File: src/rtl/mem_port_arbiter.sv
// Single-port memory arbiter between instruction fetch and load/store, with read-latency tracking.
// Optional grant statistics are built when the ARB_STATS_EN macro is defined.
module mem_port_arbiter #(
    parameter int unsigned MEM_LATENCY  = 1,
    parameter int unsigned STARVE_LIMIT = 4
) (
    input  logic        clock,
    input  logic        reset_n,
    input  logic        if_req_valid,
    output logic        if_req_ready,
    input  logic [31:0] if_req_addr,
    input  logic        if_flush,
    output logic        if_rsp_valid,
    output logic [31:0] if_rsp_data,
    input  logic        d_req_valid,
    output logic        d_req_ready,
    input  logic [31:0] d_req_addr,
    input  logic        d_req_write,
    input  logic [31:0] d_req_wdata,
    input  logic [1:0]  d_req_size,
    output logic        d_rsp_valid,
    output logic [31:0] d_rsp_data,
    output logic        mem_enable,
    output logic        mem_read_write,
    output logic [31:0] mem_address,
    output logic [31:0] mem_data_in,
    output logic [1:0]  mem_access_size,
    input  logic [31:0] mem_data_out,
    output logic [15:0] stat_if_grants,
    output logic [15:0] stat_d_grants
);

    localparam int unsigned AW = 32;
    localparam int unsigned DW = 32;
    localparam int unsigned CW = 4;
    localparam int unsigned SW = 16;

    typedef struct packed {
        logic valid;
        logic owner_d;
        logic killed;
    } pipe_entry_t;

    logic [CW-1:0] starve_q, starve_d;
    pipe_entry_t   pipe_q [MEM_LATENCY];
    pipe_entry_t   pipe_d [MEM_LATENCY];
    pipe_entry_t   head;
    logic          gnt_if, gnt_d, if_favoured;

    // Data normally wins; fetch is forced ahead once it has lost STARVE_LIMIT times in a row.
    always_comb begin
        if_favoured = (starve_q == CW'(STARVE_LIMIT));
        gnt_if      = reset_n & if_req_valid & (~d_req_valid | if_favoured);
        gnt_d       = reset_n & d_req_valid & ~gnt_if;
    end

    assign if_req_ready = gnt_if;
    assign d_req_ready  = gnt_d;

    always_comb begin
        mem_enable      = 1'b0;
        mem_read_write  = 1'b0;
        mem_address     = '0;
        mem_data_in     = '0;
        mem_access_size = 2'b00;
        if (gnt_if) begin
            mem_enable      = 1'b1;
            mem_address     = AW'(if_req_addr);
            mem_access_size = 2'b10;
        end else if (gnt_d) begin
            mem_enable      = 1'b1;
            mem_read_write  = d_req_write;
            mem_address     = AW'(d_req_addr);
            mem_data_in     = DW'(d_req_wdata);
            mem_access_size = d_req_size;
        end
    end

    always_comb begin
        starve_d = starve_q;
        if (!if_req_valid || gnt_if) begin
            starve_d = '0;
        end else if (gnt_d && (starve_q < CW'(STARVE_LIMIT))) begin
            starve_d = starve_q + CW'(1);
        end
    end

    // Stores enter as invalid so they shift through without producing a response.
    always_comb begin
        pipe_d[0].valid   = gnt_if | (gnt_d & ~d_req_write);
        pipe_d[0].owner_d = gnt_d;
        pipe_d[0].killed  = 1'b0;
        for (int unsigned i = 1; i < MEM_LATENCY; i++) begin
            pipe_d[i] = pipe_q[i-1];
            if (if_flush && !pipe_q[i-1].owner_d) begin
                pipe_d[i].killed = 1'b1;
            end
        end
    end

    always_ff @(posedge clock or negedge reset_n) begin
        if (!reset_n) begin
            starve_q <= '0;
            for (int unsigned i = 0; i < MEM_LATENCY; i++) begin
                pipe_q[i] <= '0;
            end
        end else begin
            starve_q <= starve_d;
            for (int unsigned i = 0; i < MEM_LATENCY; i++) begin
                pipe_q[i] <= pipe_d[i];
            end
        end
    end

    // A flush in the response cycle also kills the fetch at the head.
    always_comb begin
        head         = pipe_q[MEM_LATENCY-1];
        if_rsp_valid = head.valid & ~head.owner_d & ~head.killed & ~if_flush;
        d_rsp_valid  = head.valid & head.owner_d;
        if_rsp_data  = if_rsp_valid ? mem_data_out : '0;
        d_rsp_data   = d_rsp_valid ? mem_data_out : '0;
    end

`ifdef ARB_STATS_EN
    logic [SW-1:0] stat_if_q, stat_d_q;

    always_ff @(posedge clock or negedge reset_n) begin
        if (!reset_n) begin
            stat_if_q <= '0;
            stat_d_q  <= '0;
        end else begin
            if (gnt_if) stat_if_q <= stat_if_q + SW'(1);
            if (gnt_d)  stat_d_q  <= stat_d_q + SW'(1);
        end
    end

    assign stat_if_grants = stat_if_q;
    assign stat_d_grants  = stat_d_q;
`else
    assign stat_if_grants = SW'(0);
    assign stat_d_grants  = SW'(0);
`endif

endmodule

File: config.mk
export PLATFORM = sky130hd
export DESIGN_NAME = mem_port_arbiter
export DESIGN_NICKNAME = d
export VERILOG_FILES = /design/src/rtl/mem_port_arbiter.sv
export SDC_FILE = /design/constraint.sdc
export NUM_CORES = 1
export LEC_CHECK = 0
export CAP_MARGIN = 15
export CORE_AREA = 2 2 118 120
export CTS_CLUSTER_SIZE = 25
export DETAILED_ROUTE_END_ITERATION = 16
export DIE_AREA = 0 0 120 122
export DONT_BUFFER_PORTS = 1
export GPL_ROUTABILITY_DRIVEN = 1
export PLACE_DENSITY = 0.3
export SYNTH_ARGS = -nofsm -noshare
export SYNTH_HDL_FRONTEND = slang
export SYNTH_SLANG_ARGS = --single-unit
File: constraint.sdc
create_clock -name clock -period 3.2 [get_ports clock]
set_input_delay 0.48 -clock clock [delete_from_list [all_inputs] [get_ports clock]]
set_output_delay 0.48 -clock clock [all_outputs]
set_load 0.1 [all_outputs]
# Word level (Yosys, flattened, before mapping)
# Cells that the tools add are included.
[op_classes]
order_cmp = 1
reduce_logical = 4
n_bitwise = 15
n_eq_ne = 1
addsub = 1
n_mux = 14
[op_table]
columns = ["operator", "n"]
rows = [
  ["$mux W32", 6],
  ["$and A1 B1 Y1", 8],
  ["$mux W4", 2],
  ["$not A1 Y1", 5],
  ["$add A4 B1 Y4 const B", 1],
  ["$eq A4 B3 Y1 const B", 1],
  ["$lt A4 B3 Y1 const B", 1],
  ["$mux W1", 4],
  ["$mux W2", 2],
  ["$or A1 B1 Y1", 2],
  ["$reduce_bool A2 Y1", 1],
  ["$logic_and A1 B1 Y1", 1],
  ["$logic_not A1 Y1", 1],
  ["$logic_or A1 B1 Y1", 1],
]
[word_totals]
in_bits = 136
output_inout_bits = 168
regBits = 6
elab_cells = 39

# Depth between registers and ports, before layout
# Gate-level depths: netlist (run 1).
[depth]
depth_word = 8
ltp_mapped = 7
depth_no_buf = 5

# Worst setup path before layout (run 1)
# No wires, ideal clock.
[synth_path]
kind = "input-to-output"
startpoint = "input port if_flush"
endpoint = "output port if_rsp_data[22]"
arrival_ps = 2593
n_path_buf = 1
stages = 3
required_ps = 2720
path_slack_ps = 127
cell_sequence = "nor3b_2 -> clkbuf_1 -> and2_1"
[synth_between]
elab_chain_cells = 3
[synth_rtl]
columns = ["item", "line", "source"]
rows = [
  ["start: declaration", "12", "input logic if_flush,"],
  ["$not A1 Y1", "118", "if_rsp_valid = head.valid & ~head.owner_d & ~head.killed & ~if_flush;"],
  ["$and A1 B1 Y1", "118", ""],
  ["net if_rsp_valid", "13", "output logic if_rsp_valid,"],
  ["$mux W32", "120", "if_rsp_data = if_rsp_valid ? mem_data_out : '0;"],
  ["end: declaration", "14", "output logic [31:0] if_rsp_data,"],
]
# The timed path passes the listed nets, and every way through them passes these cells.

# Worst setup path after layout (run 1)
[layout_path]
startpoint = "register starve_q[0]"
endpoint = "output port mem_address[30]"
[layout_between]
elab_chain_cells = 7
[layout_rtl]
columns = ["item", "line", "source"]
rows = [
  ["start: declaration", "44", "logic [CW-1:0] starve_q, starve_d;"],
  ["start signal: assignment", "108", "starve_q <= starve_d;"],
  ["$eq A4 B3 Y1 *", "52", "if_favoured = (starve_q == CW'(STARVE_LIMIT));"],
  ["$or A1 B1 Y1 *", "53", "gnt_if = reset_n & if_req_valid & (~d_req_valid | if_favoured);"],
  ["$and A1 B1 Y1 *", "53", ""],
  ["$not A1 Y1", "54", "gnt_d = reset_n & d_req_valid & ~gnt_if;"],
  ["$and A1 B1 Y1", "54", ""],
  ["$mux W32", "70", "end else if (gnt_d) begin"],
  ["$mux W32 *", "66", "if (gnt_if) begin"],
  ["end: declaration", "25", "output logic [31:0] mem_address,"],
]
# Every way passes the cells marked *; elsewhere a longest branch is shown, timed or not.

==> results of run 1 <==
registers in the layout, indices dropped and copies added (netlist names):
| name | count |
|---|---|
| starve_q | 4 |
| head | 2 |
power breakdown:
part	total [W]	switching (W)	internal, W
combinational	0.000860	0.000712	0.000148
clock	0.000200	0.0000395	0.000160
sequential	0.0000811	0.00000224	0.0000789
worst reg2reg max path, delay by kind of cell (launching register included):
family                   cells  cell delay (ns)
buffers and inverters        2             0.45
adder cells (fa/ha/maj)      1             0.20
AND/OR/NAND/NOR              1             0.11
AO/OA/AOI/OAI                2             0.40
flip-flops                   1             0.40
routing by layer:
metal | share of wire [%] | vias up | global-route usage [%]
met2 | 57 | 172 | 20.7
li1 | - | 904 | -
met5 | 0.56 | - | 0
met3 | 12 | 12 | 3.75
met1 | 28 | 863 | 7.91
met4 | 1.9 | 6 | 2.28
cell usage after synthesis:
cell	instances
and2_1	67
buf_4	35
and3_1	32
a22o_1	28
clkbuf_1	10
dfrtp_1	6
a22o_2	4
buf_6	4
inv_1	4
nor3_1	3
a21oi_1	2
buf_2	2
ha_1	2
nor2_1	2
a211oi_4	1
a31o_2	1
and4bb_2	1
conb_1	1
mux2i_1	1
nand2_1	1
nand3b_4	1
nor3b_1	1
nor3b_2	1
o21ba_2	1
o21bai_1	1
xnor2_1	1
layout make-up:
| type | count | area share [%] |
|---|---|---|
| Timing Repair Buffer | 136 | 46.2 |
| Inverter | 4 | 0.480 |
| Tap cell | 180 | 7.20 |
| Clock buffer | 3 | 2.40 |
| Multi-Input combinational cell | 183 | 39.0 |
| Sequential cell | 6 | 4.80 |
worst paths after layout:
| check | start | to | depth (start not counted) |
|---|---|---|---|
| min in group asynchronous | reset_n | starve_q[2] | 1 |
| max | starve_q[0] | mem_address[30] | 5 |
| min reg2reg | starve_q[3] | starve_q[3] | 1 |
| min | d_req_write | head[2] | 1 |
| max in group asynchronous | reset_n | starve_q[3] | 1 |
| max reg2reg | starve_q[0] | head[2] | 6 |
cells in the final DEF, fill, tap and decap left out, types with 2 or more instances in the layout:
cell type / netlist / layout
inv_1: 4 / 4
buf_4: 35 / 102
conb_1: 1 / 32
a22o_1: 28 / 28
and3_1: 32 / 32
clkbuf_16: 0 / 3
buf_12: 0 / 32
and2_1: 67 / 67
nor3_1: 3 / 3
a21oi_1: 2 / 2
ha_1: 2 / 2
a22o_2: 4 / 4
dfrtp_1: 6 / 6
cell families (layout without fill, tap and decap cells):
group / count (synthesis) / in the layout / share of synthesized area, %
simple gates: 109 / 109 / 43.4
buf+inv: 55 / 143 / 23.0
compound gates: 38 / 38 / 21.2
flops: 6 / 6 / 9.34
fa+ha+maj: 2 / 2 / 1.56
other cells: 1 / 32 / 0.233
xor+xnor: 1 / 1 / 0.545
mux: 1 / 1 / 0.623
metrics by stage:
stage          hold WS (ns)  instance area [sq um]
6_report              0.352                   3130
5_1_grt               0.360                   3130
4_1_cts               0.351                   3130
3_5_place_dp          0.185                   3040
3_3_place_gp          0.185                   3040
2_1_floorplan         0.184                   1720
==> summary.txt, run 1 <==
worst vdd ir: 0.157 mV
I/O pin total: 304
Max Clk Rate: 367 MHz
wire length per cell: 16.2 um
Largest delay share family, worst path: compound AO/OA/AOI/OAI gates
r2r setup slk: 1.56 ns
final worst path period share: 85.0%
IO buf count: 0
setup TNS: 0 ns
synthesized area: 1610 sq um
Arr. time, crit path: 2.24 ns
remaining antenna violation count: 0
largest fanout on the critical path: 68
die width: 120 um
most area-consuming cells after synthesis: and2_1, buf_4, a22o_1
TritonCTS Buffers: 3
post-synth top area share: 26.1%
Crit. End Element: primary output
# setup viols final: 0
Cells after Synth: 213
Setup Slack @ Placement: 0.720 ns
min-delay worst type: in2reg
register area: 150 sq um
core footprint: 13500 sq um
Pwr Total: 0.00114 W
Crit path required time: 2.72 ns
Avg Synthesized Cell Area: 7.55 sq um
GPL Wtd Cong: 0.763
Max Cap Violations: 0
crit start category: flip-flop
multi-input logic area: 1220 sq um
vias: 1957
# hold bufs at CTS: 1
final slew viol count: 0
status: complete, no violations
synth warn: 0
Slowest-stage cell, CP: a22o_2
Die Ht: 122 um
Initial Util: 11.9%
post-synthesis sequential area ratio: 9.34%
slew of the pin with the lowest slew margin: 0.692 ns
PostCTS Resize Cnt: 0
share of layout cells above drive strength 1: 44.9%
average via count per standard cell: 3.82
Die Area: 14600 sq um
Rows: 43
post-synthesis register bit count: 6
Crit path largest cell delay: 0.61 ns
CTS Root Cell: clkbuf_16
Yosys top cell by area: and2_1
worst setup margin: 0.479 ns
Clock transition at path regs: 0.03 ns
RSZ-0062 raised after global routing: false
fin nets: 472
Max-slew headroom: 53.9%
utilization after layout: 23.2%
CTS max path bufs: 2
DP Wirelength: 7230 um
placed insts: 508
first-pass GRT wire length: 10600 um
setup bufs post-CTS: 0
pwr dens: 365 nW/um^2
pin count of the biggest net entering global routing: 69
WP buf/inv: 1
clk_lat worst skew: 0.23 ns
crit-path cells: inv_1 > ha_1 > nand3b_4 > o21ba_4 > a22o_2
drt pass-1 iters: 4
H-tree depth: 1
drt first-iter violations: 39
post-layout minimum cycle time: 2.72 ns
# diodes: 0
Residual DRC: 0
total track usage: 9.59%
Leak: 1.63 nW
area grow syn2layout: 94.6%
Congestion Overflow GR: 0
Final Non-Filler Cells: 512
CTS tree: yes
initial antenna violation count: 3
WS Path Type: reg2out
vias in the first global route: 1823
clock skew: 0.00144 ns
final hold violations: 0
Sinks on Clock Net: 6
routed wire length: 8270 um
fillcell total: 1485
Synth cell types: 26
(Power assumes the default switching activity.)
==> run 2: changes to the inputs <==
- CTS_BUF_LIST: unset -> sky130_fd_sc_hd__clkbuf_2 sky130_fd_sc_hd__clkbuf_4 sky130_fd_sc_hd__clkbuf_8
==> run 2 against run 1 <==
  * Sequential cell count is the same
  * Via count is 0.26% higher
  * Largest power group unchanged
  * Hold slack better by 0.0051 ns
  * Sequential share of layout area is 0.052 points higher
  * Critical endpoint unchanged
  * Power down 7.8%
  * First-iteration DRC count down 10%
  * Utilization is 0.25 points lower
  * Cell count is the same
==> summary.txt, run 2 (synthesis results as in run 1) <==
Slowest-stage cell, CP: a22o_2 (unchanged)
max reg flops: 4 (unchanged)
Die Area: 14600 sq um (unchanged)
Max Clk Rate: 368 MHz (was 367 MHz)
I/O pin total: 304 (unchanged)
GPL Wtd Cong: 0.763 (unchanged)
pwr dens: 340 nW/um^2 (was 365 nW/um^2)
post-layout minimum cycle time: 2.72 ns (about the same)
H-tree depth: 1 (unchanged)
Crit. End Element: primary output (unchanged)
commonest non-fill, non-tap cells in the layout: buf_4, and2_1, and3_1, conb_1, buf_12 (unchanged)
Crit path required time: 2.72 ns (about the same)
WS Path Type: reg2out (unchanged)
Reg with most FFs: starve_q (unchanged)
utilization after layout: 22.9% (was 23.2%)
wire length per cell: 16.1 um (was 16.2 um)
Max Cap Violations: 0 (unchanged)
die width: 120 um (unchanged)
total track usage: 9.57% (was 9.59%)
Residual DRC: 0 (unchanged)
drt first-iter violations: 35 (was 39)
largest fanout on the critical path: 68 (unchanged)
crit-path cells: inv_1 > ha_1 > nand3b_4 > o21ba_4 > a22o_2 (unchanged)
pin count of the biggest net entering global routing: 69 (unchanged)
min-delay worst type: in2reg (unchanged)
setup TNS: 0 ns (unchanged)
met1 usage: 7.88% (was 7.91%)
share of layout cells above drive strength 1: 44.9% (unchanged)
Rows: 43 (unchanged)
crit start category: flip-flop (unchanged)
TritonCTS Buffers: 3 (unchanged)
Die Ht: 122 um (unchanged)
vias: 1962 (was 1957)
Arr. time, crit path: 2.24 ns (about the same)
# diodes: 0 (unchanged)
Congestion Overflow GR: 0 (unchanged)
first-pass GRT wire length: 10500 um (was 10600 um)
CTS tree: yes (unchanged)
global-route met3 utilization: 3.75% (unchanged)
Leak: 1.61 nW (was 1.63 nW)
slew of the pin with the lowest slew margin: 0.698 ns (was 0.692 ns)
worst vdd ir: 0.156 mV (was 0.157 mV)
final hold violations: 0 (unchanged)
Clock transition at path regs: 0.04 ns (was 0.03 ns)
GR Layer Usage met2: 20.5% (was 20.7%)
IO buf count: 0 (unchanged)
RSZ-0062 raised after global routing: false (unchanged)
vias in the first global route: 1805 (was 1823)
most common cell after layout, fill and taps aside: buf_4 (unchanged)
clock skew: 0.00309 ns (was 0.00144 ns)
drt pass-1 iters: 4 (unchanged)
Setup Slack @ Placement: 0.720 ns (unchanged)
# setup viols final: 0 (unchanged)
final worst path period share: 84.9% (was 85.0%)
Sinks on Clock Net: 6 (unchanged)
core footprint: 13500 sq um (unchanged)
CTS Root Cell: clkbuf_8 (was clkbuf_16)
placed cell area: 3040 sq um (unchanged)
status: complete, no violations (unchanged)
final slew viol count: 0 (unchanged)
average via count per standard cell: 3.83 (was 3.82)
Pwr Total: 0.00105 W (was 0.00114 W)
remaining antenna violation count: 0 (unchanged)
CTS max path bufs: 2 (unchanged)
Layout Cell Area excl Fill: 3090 sq um (was 3130 sq um)
Initial Util: 11.9% (unchanged)
Max-slew headroom: 53.5% (was 53.9%)
GR peak layer: met2 (unchanged)
area grow syn2layout: 92.5% (was 94.6%)
clk_lat worst skew: 0.22 ns (was 0.23 ns)
routed wire length: 8260 um (was 8270 um)
DP Wirelength: 7230 um (unchanged)
worst setup margin: 0.482 ns (was 0.479 ns)
Crit path largest cell delay: 0.61 ns (about the same)
fin nets: 472 (unchanged)
initial antenna violation count: 3 (unchanged)
run 2: cell count changes in the layout (fill, tap and decap cells not counted):
cell	delta
clkbuf_8	+3
clkbuf_16	-3
run 2: path summary, 6_finish.rpt:
kind                              from               to  slack, ns  depth (start not counted)
max in group asynchronous      reset_n      starve_q[3]       2.38                          1
max reg2reg                starve_q[0]          head[2]       1.56                          6
min reg2reg                starve_q[3]      starve_q[3]       0.55                          1
max                        starve_q[0]  mem_address[30]       0.48                          5
min in group asynchronous      reset_n      starve_q[2]       0.58                          1
min                        d_req_write          head[2]       0.36                          1
run 2: critical path: cells and delay by family, from the launching register on:
kind	cells	cell delay, ns
AOI/OAI and AO/OA	2	1.19
adders and majority gates	1	0.23
buffers and inverters	1	0.06
DFF	1	0.38
and+or+nand+nor	1	0.11
run 2: stage by stage:
stage                     instances  hold WS, ns
after detailed placement        508        0.185
after global routing            512        0.358
after global placement          508        0.185
after floorplan                 244        0.184
after CTS                       512        0.356
final                           512        0.357
run 2: power breakdown:
part | switching, W | total (W) | internal [W]
clock | 0.0000299 | 0.000110 | 0.0000806
combinational | 0.000712 | 0.000860 | 0.000148
sequential | 0.00000223 | 0.0000811 | 0.0000789
run 2: layout make-up:
class | instances | area (sq um)
Tap cell | 180 | 225
Timing Repair Buffer | 136 | 1440
Fill cell | 1489 | 10400
Clock buffer | 3 | 41.3
Multi-Input combinational cell | 183 | 1220
Inverter | 4 | 15.0
Sequential cell | 6 | 150
run 2: timing repair:
item / in CTS / in global routing
setup buffers: 0 / 0
hold endpoints to repair: 6 / 0
endpoints found under the setup margin: 0 / 0
hold buffers: 1 / 0
resized for setup: 0 / 0
run 2: metal layers:
| metal | wire length, um | up-vias |
|---|---|---|
| met2 | 4710 | 172 |
| met1 | 2360 | 865 |
| met5 | 46 | - |
| met4 | 166 | 6 |
| li1 | - | 905 |
| met3 | 981 | 14 |
==> run 3: changes to the inputs <==
- ABC_AREA: unset -> 1
- CORE_AREA: 2 2 118 120 -> 2 2 117 119
- DIE_AREA: 0 0 120 122 -> 0 0 119 121
- clock period: 3.2 -> 2.6 ns (I/O delays scaled with it)
==> run 3 against run 2 <==
  * Sequential cell count unchanged
  * Final area increased by 46%
  * Clock skew increased by 0.0094 ns
  * Clock power increased by 38%
  * First-iteration DRC count decreased by 11%
  * Utilization increased by 12 points
  * Largest power group unchanged
  * Largest cell class unchanged
  * Worst setup slack got worse by 0.26 ns
  * Non-clock buffer count increased by 7
==> summary.txt, run 3 <==
worst vdd ir: 0.163 mV (was 0.156 mV)
CTS tree: yes (unchanged)
commonest non-fill, non-tap cells in the layout: buf_12, inv_1, nand2_1, nor2_2, buf_4 (was buf_4, and2_1, and3_1, conb_1, buf_12)
status: complete, no violations (unchanged)
Congestion Overflow GR: 0 (unchanged)
I/O pin total: 304 (unchanged)
remaining antenna violation count: 0 (unchanged)
GPL Wtd Cong: 0.727 (was 0.763)
crit start category: flip-flop (unchanged)
max reg flops: 4 (unchanged)
core footprint: 13100 sq um (was 13500 sq um)
total track usage: 10.8% (was 9.57%)
PostCTS Resize Cnt: 0 (unchanged)
Die Area: 14400 sq um (was 14600 sq um)
Max Clk Rate: 421 MHz
Avg Synthesized Cell Area: 4.91 sq um (was 7.55 sq um)
pin count of the biggest net entering global routing: 38 (was 69)
Crit path required time: 2.21 ns (was 2.72 ns)
mux cell area share after synthesis: 0% (was 0.623%)
Die Ht: 121 um (was 122 um)
post-synthesis async set-or-reset flop share: 100% (unchanged)
DP Wirelength: 7580 um (was 7230 um)
initial antenna violation count: 0 (was 3)
Max Cap Violations: 0 (unchanged)
vias: 2494 (was 1962)
Crit. End Element: primary output (unchanged)
RSZ-0062 raised after global routing: false (unchanged)
Rows: 42 (was 43)
first-pass GRT wire length: 12200 um (was 10500 um)
share of layout cells above drive strength 1: 52.1% (was 44.9%)
post-synthesis sequential area ratio: 8.50% (was 9.34%)
TritonCTS Buffers: 3 (unchanged)
# setup viols final: 0 (unchanged)
H-tree depth: 1 (unchanged)
routed wire length: 8290 um (was 8260 um)
Compound-Gate Fraction of Synth Area: 1.20% (was 21.2%)
Leak: 2.24 nW (was 1.61 nW)
IO buf count: 0 (unchanged)
Synth Area in Simple Gates: 51.1% (was 43.4%)
Sinks on Clock Net: 6 (unchanged)
post-layout minimum cycle time: 2.38 ns
CTS max path bufs: 2 (unchanged)
Hold EP: head[2] (unchanged)
die width: 119 um (was 120 um)
worst setup margin: 0.224 ns (was 0.482 ns)
Top FF cell, synth: dfrtp_1 (unchanged)
Post-Synth XOR/XNOR Area: 0% (was 0.545%)
most common cell after layout, fill and taps aside: buf_12 (was buf_4)
setup bufs post-CTS: 0 (unchanged)
min-delay worst type: in2reg (unchanged)
most area-consuming cells after synthesis: nor2_1, inv_1, nand2_1 (was and2_1, buf_4, a22o_1)
Arr. time, crit path: 1.99 ns (was 2.24 ns)
commonest cells in the netlist: nor2_1, inv_1, nand2_1 (was and2_1, buf_4, and3_1)
setup TNS: 0 ns (unchanged)
vias in the first global route: 2396 (was 1805)
Reg with most FFs: starve_q (unchanged)
drt pass-1 iters: 4 (unchanged)
slew of the pin with the lowest slew margin: 0.570 ns (was 0.698 ns)
post-synth top area share: 21.9% (was 26.1%)
final worst path period share: 91.4%
final slew viol count: 0 (unchanged)
WS Path Type: reg2out (unchanged)
wire length per cell: 12.5 um (was 16.1 um)
Initial Util: 13.5% (was 11.9%)
Max-slew headroom: 61.9% (was 53.5%)
synthesized area: 1770 sq um (was 1610 sq um)
r2r setup slk: 0.90 ns (was 1.56 ns)
Hold Startpoint: d_req_write (unchanged)
average via count per standard cell: 3.77 (was 3.83)
worst reg2reg startpoint: starve_q[0] (unchanged)
Synth cell types: 18 (was 26)
clock skew: 0.0125 ns (was 0.00309 ns)
largest fanout on the critical path: 35 (was 68)
final hold violations: 0 (unchanged)
largest family of logic cells by synthesized area: simple AND/OR/NAND/NOR gates (unchanged)
FF-to-FF path depth: 7 (was 6)
post-synthesis register bit count: 6 (unchanged)
number of flops mapped to enable cells by yosys: 0 (unchanged)
CTS Root Cell: clkbuf_8 (unchanged)
Worst R2R End: head[1] (was head[2])
fin nets: 626 (was 472)
Cells after Synth: 360 (was 213)
Clock transition at path regs: 0.05 ns (was 0.04 ns)
count leader, synth: nor2_1 (was and2_1)
# diodes: 0 (unchanged)
drt first-iter violations: 31 (was 35)
synth warn: 0 (unchanged)
clk_lat worst skew: 0.24 ns (was 0.22 ns)
Residual DRC: 0 (unchanged)
area grow syn2layout: 156% (was 92.5%)
Setup Slack @ Placement: 0.438 ns (was 0.720 ns)
Yosys top cell by area: nor2_1 (was and2_1)
Min-Delay Path Depth: 1 (unchanged)
Synth Area in Adders: 1.42% (was 1.56%)
pwr dens: 347 nW/um^2 (was 340 nW/um^2)
run 3: cell types whose count changed after synthesis, sizes merged, moves of 4 or more:
cell,before,now
a22o,32,0
and2,67,0
and3,32,0
buf,41,45
clkbuf,10,6
inv,4,78
nand2,1,80
nand3,0,36
nor2,2,103
run 3: timing repair:
action                     in CTS  in global routing
hold buffers                    1                  0
hold endpoints to repair        6                  0
setup endpoints to repair       0                  0
run 3: layout make-up:
| cell class | count | area (sq um) |
|---|---|---|
| Inverter | 78 | 293 |
| Sequential cell | 6 | 150 |
| Clock buffer | 3 | 41.3 |
| Tap cell | 176 | 220 |
| Fill cell | 1338 | 8560 |
| Multi-Input combinational cell | 256 | 1480 |
| Timing Repair Buffer | 143 | 2340 |
run 3: worst max path at each step:
stage                                 end  slack [ns]         from
after floorplan           mem_data_in[16]       -0.15  starve_q[0]
after global placement        d_req_ready        0.47  starve_q[0]
after detailed placement      d_req_ready        0.44  starve_q[0]
final                         d_req_ready        0.22  starve_q[0]
after CTS                     d_req_ready        0.19  starve_q[0]
after global routing          d_req_ready        0.07  starve_q[0]
run 3: logic make-up (layout without fill, tap and decap cells):
logic type / Yosys count / in the layout
and+or+nand+nor: 220 / 220
buffers and inverters: 129 / 224
DFF: 6 / 6
adders and majority gates: 2 / 2
AOI/OAI and AO/OA: 2 / 2
other: 1 / 32
run 3: stage by stage:
step,utilization (%),instance area (sq um),instances,hold WS (ns),power [W]
2_1_floorplan,-,2150,391,0.0944,0.00108
3_3_place_gp,34.2,4480,658,0.0953,0.00142
3_5_place_dp,34.2,4480,658,0.0953,0.00142
4_1_cts,34.6,4530,662,0.258,0.00158
5_1_grt,34.6,4530,662,0.276,0.00162
6_report,34.6,4530,662,0.262,0.00157
run 3: critical path, cell delays in order, from the launching register on:
cell	delay [ns]
dfrtp_1	0.38
inv_1	0.08
ha_1	0.17
nand3_2	0.11
nand2_1	0.12
nand2_4	0.07
nand2_4	0.42
inv_1	0.18
buf_12	0.21
run 3: power breakdown:
group / switching [W] / total [W] / internal, W
registers: 0.00000383 / 0.000101 / 0.0000972
clock network: 0.0000511 / 0.000152 / 0.000100
logic: 0.000994 / 0.00132 / 0.000322
total: 0.00105 / 0.00157 / 0.000520
run 3: per-layer routing:
| layer | global-route usage (%) | part of all wire [%] | wire, um | up-vias |
|---|---|---|---|---|
| li1 | - | - | - | 1211 |
| met1 | 10.1 | 31 | 2590 | 1092 |
| met2 | 21.9 | 56 | 4650 | 182 |
| met3 | 3.29 | 11 | 901 | 9 |
| met4 | 3.72 | 1.7 | 145 | 0 |
| met5 | 0 | 0 | 0 | - |
